==> src/rtl/seg7_scan_driver_if.sv <==
// Bus bundle between a register-file read port and the 7-segment scan driver.
// The master side supplies the word, its load strobe and the display mode;
// the slave side (the driver) returns the pin-level outputs and status.
interface seg7_scan_driver_if #(
  parameter int NUM_DIGITS = 8,
  parameter int DATA_W     = 32
);
  logic [DATA_W-1:0]     data_in;
  logic                  load;
  logic                  hex_mode;
  logic [6:0]            segments;
  logic [NUM_DIGITS-1:0] digit_en;
  logic                  pending;
  logic                  frame_done;

  modport master (
    output data_in, load, hex_mode,
    input  segments, digit_en, pending, frame_done
  );

  modport slave (
    input  data_in, load, hex_mode,
    output segments, digit_en, pending, frame_done
  );
endinterface

==> src/rtl/seg7_scan_driver.sv <==
// Multiplexed NUM_DIGITS-digit 7-segment driver. A loaded word waits in a
// pending register and is swapped into the displayed word only when the scan
// wraps back to digit 0, so a frame never mixes two words.
// Optional build macro: SEG7_LEADING_ZERO_BLANK_EN blanks digits above the
// highest non-zero nibble (digit 0 is always driven).
module seg7_scan_driver #(
  parameter int NUM_DIGITS = 8,
  parameter int DATA_W     = 32,
  parameter int SCAN_DIV   = 1000
) (
  input  logic              clk,
  input  logic              reset,
  seg7_scan_driver_if.slave bus
);
  localparam int PW = $clog2(SCAN_DIV);
  localparam int IW = (NUM_DIGITS > 1) ? $clog2(NUM_DIGITS) : 1;
  localparam int SW = NUM_DIGITS * 4;
  localparam logic [PW-1:0] PRESC_LAST = PW'(SCAN_DIV - 1);
  localparam logic [IW-1:0] IDX_LAST   = IW'(NUM_DIGITS - 1);

  logic [PW-1:0]         presc;
  logic [IW-1:0]         idx;
  logic [SW-1:0]         pend_word;
  logic [SW-1:0]         shown;
  logic                  pend_flag;
  logic                  frame_done_r;
  logic [6:0]            seg_r;
  logic [6:0]            seg_next;
  logic [NUM_DIGITS-1:0] en_r;
  logic [NUM_DIGITS-1:0] en_next;
  logic                  slot_end;
  logic                  boundary;
  logic [3:0]            nib;
  logic                  drive;

  // Segment pattern {g,f,e,d,c,b,a}, active low; letters only in hex mode.
  function automatic logic [6:0] seg_decode(input logic [3:0] n, input logic hex);
    logic [6:0] s;
    case (n)
      4'h0: s = 7'h40;
      4'h1: s = 7'h79;
      4'h2: s = 7'h24;
      4'h3: s = 7'h30;
      4'h4: s = 7'h19;
      4'h5: s = 7'h12;
      4'h6: s = 7'h02;
      4'h7: s = 7'h78;
      4'h8: s = 7'h00;
      4'h9: s = 7'h10;
      4'hA: s = 7'h08;
      4'hB: s = 7'h03;
      4'hC: s = 7'h46;
      4'hD: s = 7'h21;
      4'hE: s = 7'h06;
      default: s = 7'h0E;
    endcase
    if (!hex && n > 4'h9) s = 7'h7F;
    return s;
  endfunction

  assign slot_end = (presc == PRESC_LAST);
  assign boundary = slot_end && (idx == IDX_LAST);
  assign nib      = shown[{idx, 2'b00} +: 4];

  // Word bits beyond the last digit are not displayed.
  if (DATA_W > SW) begin : g_unused
    logic unused_hi;
    assign unused_hi = ^bus.data_in[DATA_W-1:SW];
  end

`ifdef SEG7_LEADING_ZERO_BLANK_EN
  logic [IW-1:0] top_digit;

  // Highest digit holding a non-zero nibble; stays 0 for an all-zero word.
  always_comb begin
    top_digit = '0;
    for (int i = 0; i < NUM_DIGITS; i++) begin
      if (shown[i*4 +: 4] != 4'h0) top_digit = IW'(i);
    end
  end

  assign drive = (idx <= top_digit);
`else
  assign drive = 1'b1;
`endif

  // Pattern for the current slot; slot cycle 0 is kept dark to stop ghosting.
  always_comb begin
    seg_next = 7'h7F;
    en_next  = '1;
    if (presc != '0 && drive) begin
      seg_next     = seg_decode(nib, bus.hex_mode);
      en_next[idx] = 1'b0;
    end
  end

  // Slot prescaler and digit index; index wrap marks the frame boundary.
  always_ff @(posedge clk) begin
    if (reset) begin
      presc        <= '0;
      idx          <= '0;
      frame_done_r <= 1'b0;
    end else begin
      frame_done_r <= boundary;
      if (slot_end) begin
        presc <= '0;
        idx   <= (idx == IDX_LAST) ? '0 : idx + IW'(1);
      end else begin
        presc <= presc + PW'(1);
      end
    end
  end

  // Pending/shown words; a load in the boundary cycle still wins the pending slot.
  always_ff @(posedge clk) begin
    if (reset) begin
      pend_word <= '0;
      pend_flag <= 1'b0;
      shown     <= '0;
    end else begin
      if (boundary && pend_flag) begin
        shown     <= pend_word;
        pend_flag <= 1'b0;
      end
      if (bus.load) begin
        pend_word <= bus.data_in[SW-1:0];
        pend_flag <= 1'b1;
      end
    end
  end

  // Registered pin outputs, one clock behind the scan state.
  always_ff @(posedge clk) begin
    if (reset) begin
      seg_r <= 7'h7F;
      en_r  <= '1;
    end else begin
      seg_r <= seg_next;
      en_r  <= en_next;
    end
  end

  assign bus.segments   = seg_r;
  assign bus.digit_en   = en_r;
  assign bus.pending    = pend_flag;
  assign bus.frame_done = frame_done_r;
endmodule

==> src/flat_wrapper.sv <==
// flat-port wrapper written by rule: the top's interface ports become plain ports
module seg7_scan_driver_flat 
#(
  parameter int NUM_DIGITS = 8,
  parameter int DATA_W     = 32,
  parameter int SCAN_DIV   = 1000
)
  (clk, reset, bus_data_in, bus_load, bus_hex_mode, bus_segments, bus_digit_en, bus_pending, bus_frame_done);
  seg7_scan_driver_if #(.NUM_DIGITS(NUM_DIGITS), .DATA_W(DATA_W)) bus_i ();
  input  logic clk;
  input  logic reset;
  input wire logic [$bits(bus_i.data_in)-1:0] bus_data_in;
  input wire logic [$bits(bus_i.load)-1:0] bus_load;
  input wire logic [$bits(bus_i.hex_mode)-1:0] bus_hex_mode;
  output wire logic [$bits(bus_i.segments)-1:0] bus_segments;
  output wire logic [$bits(bus_i.digit_en)-1:0] bus_digit_en;
  output wire logic [$bits(bus_i.pending)-1:0] bus_pending;
  output wire logic [$bits(bus_i.frame_done)-1:0] bus_frame_done;
  assign bus_i.data_in = bus_data_in;
  assign bus_i.load = bus_load;
  assign bus_i.hex_mode = bus_hex_mode;
  assign bus_segments = bus_i.segments;
  assign bus_digit_en = bus_i.digit_en;
  assign bus_pending = bus_i.pending;
  assign bus_frame_done = bus_i.frame_done;
  seg7_scan_driver #(.NUM_DIGITS(NUM_DIGITS), .DATA_W(DATA_W), .SCAN_DIV(SCAN_DIV)) u_core (.clk(clk), .reset(reset), .bus(bus_i));
endmodule
==> config.mk <==
export PLATFORM = sky130hd
export DESIGN_NAME = seg7_scan_driver_flat
export DESIGN_NICKNAME = d
export VERILOG_FILES = /design/src/rtl/seg7_scan_driver_if.sv /design/src/rtl/seg7_scan_driver.sv /design/src/flat_wrapper.sv
export SDC_FILE = /design/constraint.sdc
export NUM_CORES = 1
export LEC_CHECK = 0
export ABC_AREA = 1
export CAP_MARGIN = 20
export CORE_MARGIN = 3
export CORE_UTILIZATION = 55
export DETAILED_ROUTE_END_ITERATION = 8
export PLACE_DENSITY_LB_ADDON = 0.15
export SLEW_MARGIN = 20
export SYNTH_ARGS = -nofsm -noshare
export SYNTH_HDL_FRONTEND = slang
export SYNTH_SLANG_ARGS = --single-unit
==> constraint.sdc <==
create_clock -name clk -period 2.6 [get_ports clk]
set_input_delay 0.52 -clock clk [delete_from_list [all_inputs] [get_ports clk]]
set_output_delay 0.52 -clock clk [all_outputs]
set_load 0.05 [all_outputs]
# Word-level counts from Yosys, hierarchy flattened
# Memory sizes are Yosys's and may differ from the RTL's. A register that Yosys moved wholly into a read port is not among the register bits.
# Cells that the tools add are included.
# op_classes
n_lt_le_gt_ge	3
reduce_logical	10
n_eq_ne	2
addsub	2
n_mux	5
bitwise_logic	2
shift	1
# op_table
cell	n
$shiftx A32 B6 Y4	1
$add A10 B1 Y10 const B	1
$eq A10 B10 Y1 const B	1
$reduce_bool A10 Y1	1
$not A8 Y8	1
$gt A4 B4 Y1 const B	1
$logic_and A1 B1 Y1	4
$lt A3 B4 Y1 const B	1
$reduce_or A2 Y1	2
$add A3 B1 Y3 const B	1
$demux W1 S3	1
$eq A3 B3 Y1 const B	1
$ge A3 B1 Y1 const B	1
$mux W1	3
$mux W3	1
$reduce_or A3 Y1	1
$reduce_bool A2 Y1	1
$logic_not A1 Y1	1
$not A1 Y1	1
# word_totals
word_cells	33
memories	1
reg_bits	87
mem_bits_ro	112
# memory_table
memory	depth	width	rd	rd_ports_with_merged_regs	write_ports	line	source
(no name shown)	16	7	1	1	0	seg7_scan_driver.sv:39	case (n)

# Longest topological paths before layout
# logic_depth
depth_word	5
depth_mapped	15

# Least setup slack after synthesis
# OpenSTA, ideal clock, no wires.
# synth_path
kind	register to register
from	register u_core.idx[0]
to	register u_core.seg_r[1] (netlist: u_core.bus.segments[1])
synth_period_minus_slack_ns	1.926
setup_ns	0.062
stages_incl_launch_ff	15
t_arrival_ns	1.864
setup_slack_ns	0.674
path_cell_list	dfxtp_1 buf_4 buf_6 nand2_1 nand2_1 nand2_1 nand2_1 nand2_1 nand2_1 inv_1 ha_1 or2_2 nand2_2 a21oi_4 nand3_1
# synth_between
elab_chain_len	4
# synth_lines
element	line	source
from (decl)	seg7_scan_driver.sv:22	logic [IW-1:0] idx;
from (signal assigned)	seg7_scan_driver.sv:107	idx <= (idx == IDX_LAST) ? '0 : idx + IW'(1);
$shiftx A32 B6 Y4 (*)	seg7_scan_driver.sv:63	assign nib = shown[{idx, 2'b00} +: 4];
$gt A4 B4 Y1	seg7_scan_driver.sv:57	if (!hex && n > 4'h9) s = 7'h7F;
$logic_and A1 B1 Y1	seg7_scan_driver.sv:57	
$reduce_or A3 Y1 (no line)	n/a	
to (decl)	seg7_scan_driver.sv:27	logic [6:0] seg_r;
# Mark *: on every way between the ends. The rest lies on a longest branch, timed or not.
# A chain may end at the register's enable or synchronous reset.

# Worst setup path after layout
# layout_path
from	register u_core.idx[0]
to	register u_core.seg_r[4] (netlist: u_core.bus.segments[4])
# The elaborated chain is that of the path after synthesis.

==> results <==
- Static timing analysis puts the maximum clock frequency at 0.469 GHz.
- Global routing finished with a remaining overflow of 0.
- The actual transition at the worst max-transition pin is around 0.95 ns.
- The number of warnings printed during yosys synthesis is 0.
- After synthesis, the cell types taking the most area are sky130_fd_sc_hd__dfxtp_1 45%, sky130_fd_sc_hd__nor2_1 10%, sky130_fd_sc_hd__a211oi_2 9.6%.
- The die is about 93 um tall.
- The number of nets in the synthesized netlist is 572.
- After synthesis the cells add up to 4190 um^2.
- Summed over all nets, the half-perimeter wirelength after detailed placement is approximately 5700 um.
- The total routing resource utilization after global routing is around a fifth.
- The total negative slack is 0 ns.
- Traced cell by cell, the critical path runs through inv_2, nand2_1, nand2_1, nand2_1, nand2_1, nand2_1, nand2_1, inv_1, ha_1, or2_2, nand2_2, a21oi_4, nand3_1.
- The remaining max-slew budget at the tightest pin is 36.5%.
- For met3 alone, demand over resource in global routing was 3.54%.
- The congestion estimate from routability-driven global placement came to roughly 0.9.
- The internal power of the cells totals 1.94 mW.
- TritonCTS built the clock tree.
- The tool flagged a number of max-cap violations equal to 0.
- After global routing, the most crowded layer is met2.
- The area added between synthesis and finish is 17.0%.
- For the finished layout, the period the worst path requires is roughly 2.1 ns.
- The tree built by TritonCTS fans out to 94 sinks.
- The synthesized netlist contains 35 unique library cells.
- The delay contributed by the slowest stage of the critical path is around 0.33 ns.
- The slowest stage of the critical path is the sky130_fd_sc_hd__dfxtp_1 cell.
- The number of antenna violations at the first check in global routing is 0.
- The DRC violations left is 0.
- The met2 global-route usage is around 31%.
- The die covers ~8700 um^2.
- The horizontal die dimension is 93.2 um.
- The register bit total from synthesis is 94.
- The power density over the cells is 533 nW/um^2.
- The tree is rooted in a sky130_fd_sc_hd__clkbuf_8.
- The critical path arrival is between 2 and 2.5 ns.
- Global routing consumed, on the met1 layer, 26.1% of the routing resources.
- IR analysis of the VDD net gives a maximum drop of about 0.44 mV.
- The share of the yosys chip area belonging to registers is approximately 45%.
- For the worst setup path, the data required time is approximately 2.9 ns.
- Summed over all cells, the static leakage comes to 2.03 nW.
- After technology mapping, the gate count stands at around 530.
- The post-layout net count is just over 600.
- The switching power of the nets is 671 uW.
- The top cell types in the final layout, fill and taps aside, are 114 x sky130_fd_sc_hd__nor2_1, 94 x sky130_fd_sc_hd__dfxtp_1, 85 x sky130_fd_sc_hd__nand2_1, 51 x sky130_fd_sc_hd__clkdlybuf4s50_1, 46 x sky130_fd_sc_hd__inv_1.
- The part of the power in registers is ~58%.
- The number of gates resized after CTS is 0.
- The startpoint identified for the worst hold timing path is u_core.shown[5].
- Net switching is between 20% and 30% of the power.
- The first-pass GRT wire length is ~14000 um.
- Buffers inserted during clock tree synthesis total 9.
- In this run the post-CTS setup repair buffer count came out at 0.
- The fraction of layout cells with a size suffix above 1 is 13.9%.
- In this run the remaining antenna-violating nets after routing total 0.
- The proportion of power drawn by the clock network is between 30% and 40%.
- Tracing the worst setup path back leads to its startpoint at u_core.idx[0].
- Per report_power, the combinational group accounts for 8.7% of the total.
- The via-per-instance ratio is ~5.
- 53 I/O pins were placed.
- Setup repair after global routing left no endpoint under its margin.
- The startpoint identified for the worst register-to-register timing path is u_core.idx[0].
- The finished layout holds ~670 standard cells, fillers aside.
- Counting tap cells, the placed design contains a total of approximately 660 instances.
- The first-pass iteration count of the detailed router is 4.
- The count of input and output buffers is 52.
- After clock tree synthesis, the clock-pin slew on the worst setup and hold paths is around 0.090 ns.
- Fill cells in the final layout number 630.
- The flow ran to the end, and the final reports show no timing, DRC or antenna violations.
- The count of hold buffers inserted by post-cts repair is 0.
- The via count of the first global-routing pass is approximately 3.1k.
- The startpoint class of the critical path is a register.
- A synthesized cell averages slightly below 8 um^2.
- The fraction of the cycle the final worst path needs is 82.0%.
- Setup violations remaining at the end of the flow were counted as 0.
- The largest clock skew in the final design is 0.0127 ns.
- The worst setup path is captured at a register.
- The H-tree was split into 3 levels.
- The clock passes through at most 2 buffers.
- The number of placement rows is 31.
- The classification of the worst setup path is register to register.
- The cell repeated most along the worst path is sky130_fd_sc_hd__nand2_1.
- The library cell used most frequently in the layout, excluding fill and tap cells, is sky130_fd_sc_hd__nor2_1.
- Summing over every cut layer, the via total after detailed routing is 3349.
- After the first detailed-routing iteration, the DRC count stood at roughly 130.
- The mean routed wirelength per cell is roughly 12 um.
- The effective utilization at floorplan is 57.1%.
- The area of the core region is ~7300 um^2.
- The number of failing hold endpoints at the final stage came to 0.
- Entering global routing, the biggest net connects between 60 and 70 pins.
- The routed design has around 8100 um of wire.
- The total count of max-transition violations in the final report is 0.
- The antenna diode count is 0.
- In this run the biggest area consumer among cell types represents ~45% of the synthesized area.
- In this run the worst hold path is classified as register to register.
- The worst-skew pair later-pin latency is approximately 0.36 ns.
- The worst-path maximum fanout is 22.
- The largest total area in the synthesized netlist belongs to sky130_fd_sc_hd__dfxtp_1.
==> metrics by stage <==
stage               setup WS, ns  power [mW]  utilization, %  area [um^2]  hold WS, ns
floorplan                  0.674        1.67               -         4190        0.430
finish                     0.468        2.61            66.8         4900        0.480
global route               0.236        2.74            66.8         4900        0.497
detailed placement         0.492        1.78            64.5         4730        0.463
CTS                        0.463        2.64            66.8         4900        0.478
global placement           0.556        1.77            64.5         4730        0.444
==> cells in the mapped netlist, drive strengths merged <==
cell type	instances
nor2	121
dfxtp	94
nand2	90
inv	54
nand3	36
o21ai	36
a211oi	33
buf	14
clkbuf	11
ha	10
a21oi	7
nor3	6
nand4	3
xor2	3
nor4	2
or2	2
clkinv	1
nand3b	1
o21a	1
o22ai	1
==> per-layer routing <==
metal / vias to the layer above / part of all wire, %
li1: 1769 / -
met5: - / 0
met2: 68 / 46
met3: 17 / 3.6
met1: 1495 / 48
met4: 0 / 2.2
==> final timing paths <==
path	end	slack, ns	cells past startpoint
worst min-delay path	u_core.shown[5]	0.48	2
worst max register to register	u_core.bus.segments[4]	0.47	13
worst max-delay path	u_core.bus.segments[4]	0.47	13
worst min register to register	u_core.shown[5]	0.48	2
==> kinds of logic after synthesis <==
| logic type | share of synthesized area [%] |
|---|---|
| AND/OR/NAND/NOR | 27.4 |
| AO/OA/AOI/OAI | 15.5 |
| adder cells (fa/ha/maj) | 2.99 |
| flip-flops | 45.0 |
| XOR/XNOR | 0.628 |
| buffers and inverters | 8.49 |
==> power groups by stage <==
stage | logic, mW | clock network, mW | registers (mW)
2_1_floorplan | 0.0888 | 0 | 1.58
3_3_place_gp | 0.225 | 0 | 1.55
3_5_place_dp | 0.228 | 0 | 1.55
4_1_cts | 0.229 | 0.898 | 1.51
5_1_grt | 0.252 | 0.966 | 1.52
6_report | 0.226 | 0.871 | 1.51
==> worst max-delay path: cells and delay by family (launching register included) <==
kind                       cells  cell delay, ns
adders and majority gates      1            0.26
and+or+nand+nor                9            1.00
buffers and inverters          2            0.38
AOI/OAI and AO/OA              1            0.08
DFF                            1            0.33
==> sequential cells by signal, indices dropped and copies added (netlist names) <==
name,count
u_core.pend_word,32
u_core.presc,10
u_core.bus.pending,1
u_core.bus.segments,7
u_core.bus.digit_en,8
u_core.bus.frame_done,1
u_core.shown,32
u_core.idx,3
==> cell type report <==
type	count	area, um^2	area share [%]
multi-input cells	352	1950	39.8
flip-flops and latches	94	1880	38.4
repair buffers	57	566	11.5
inverters	55	206	4.21
clock buffers	10	128	2.61
well taps	99	124	2.53
clock inverters	6	45.0	0.920
(Power assumes the default switching activity.)
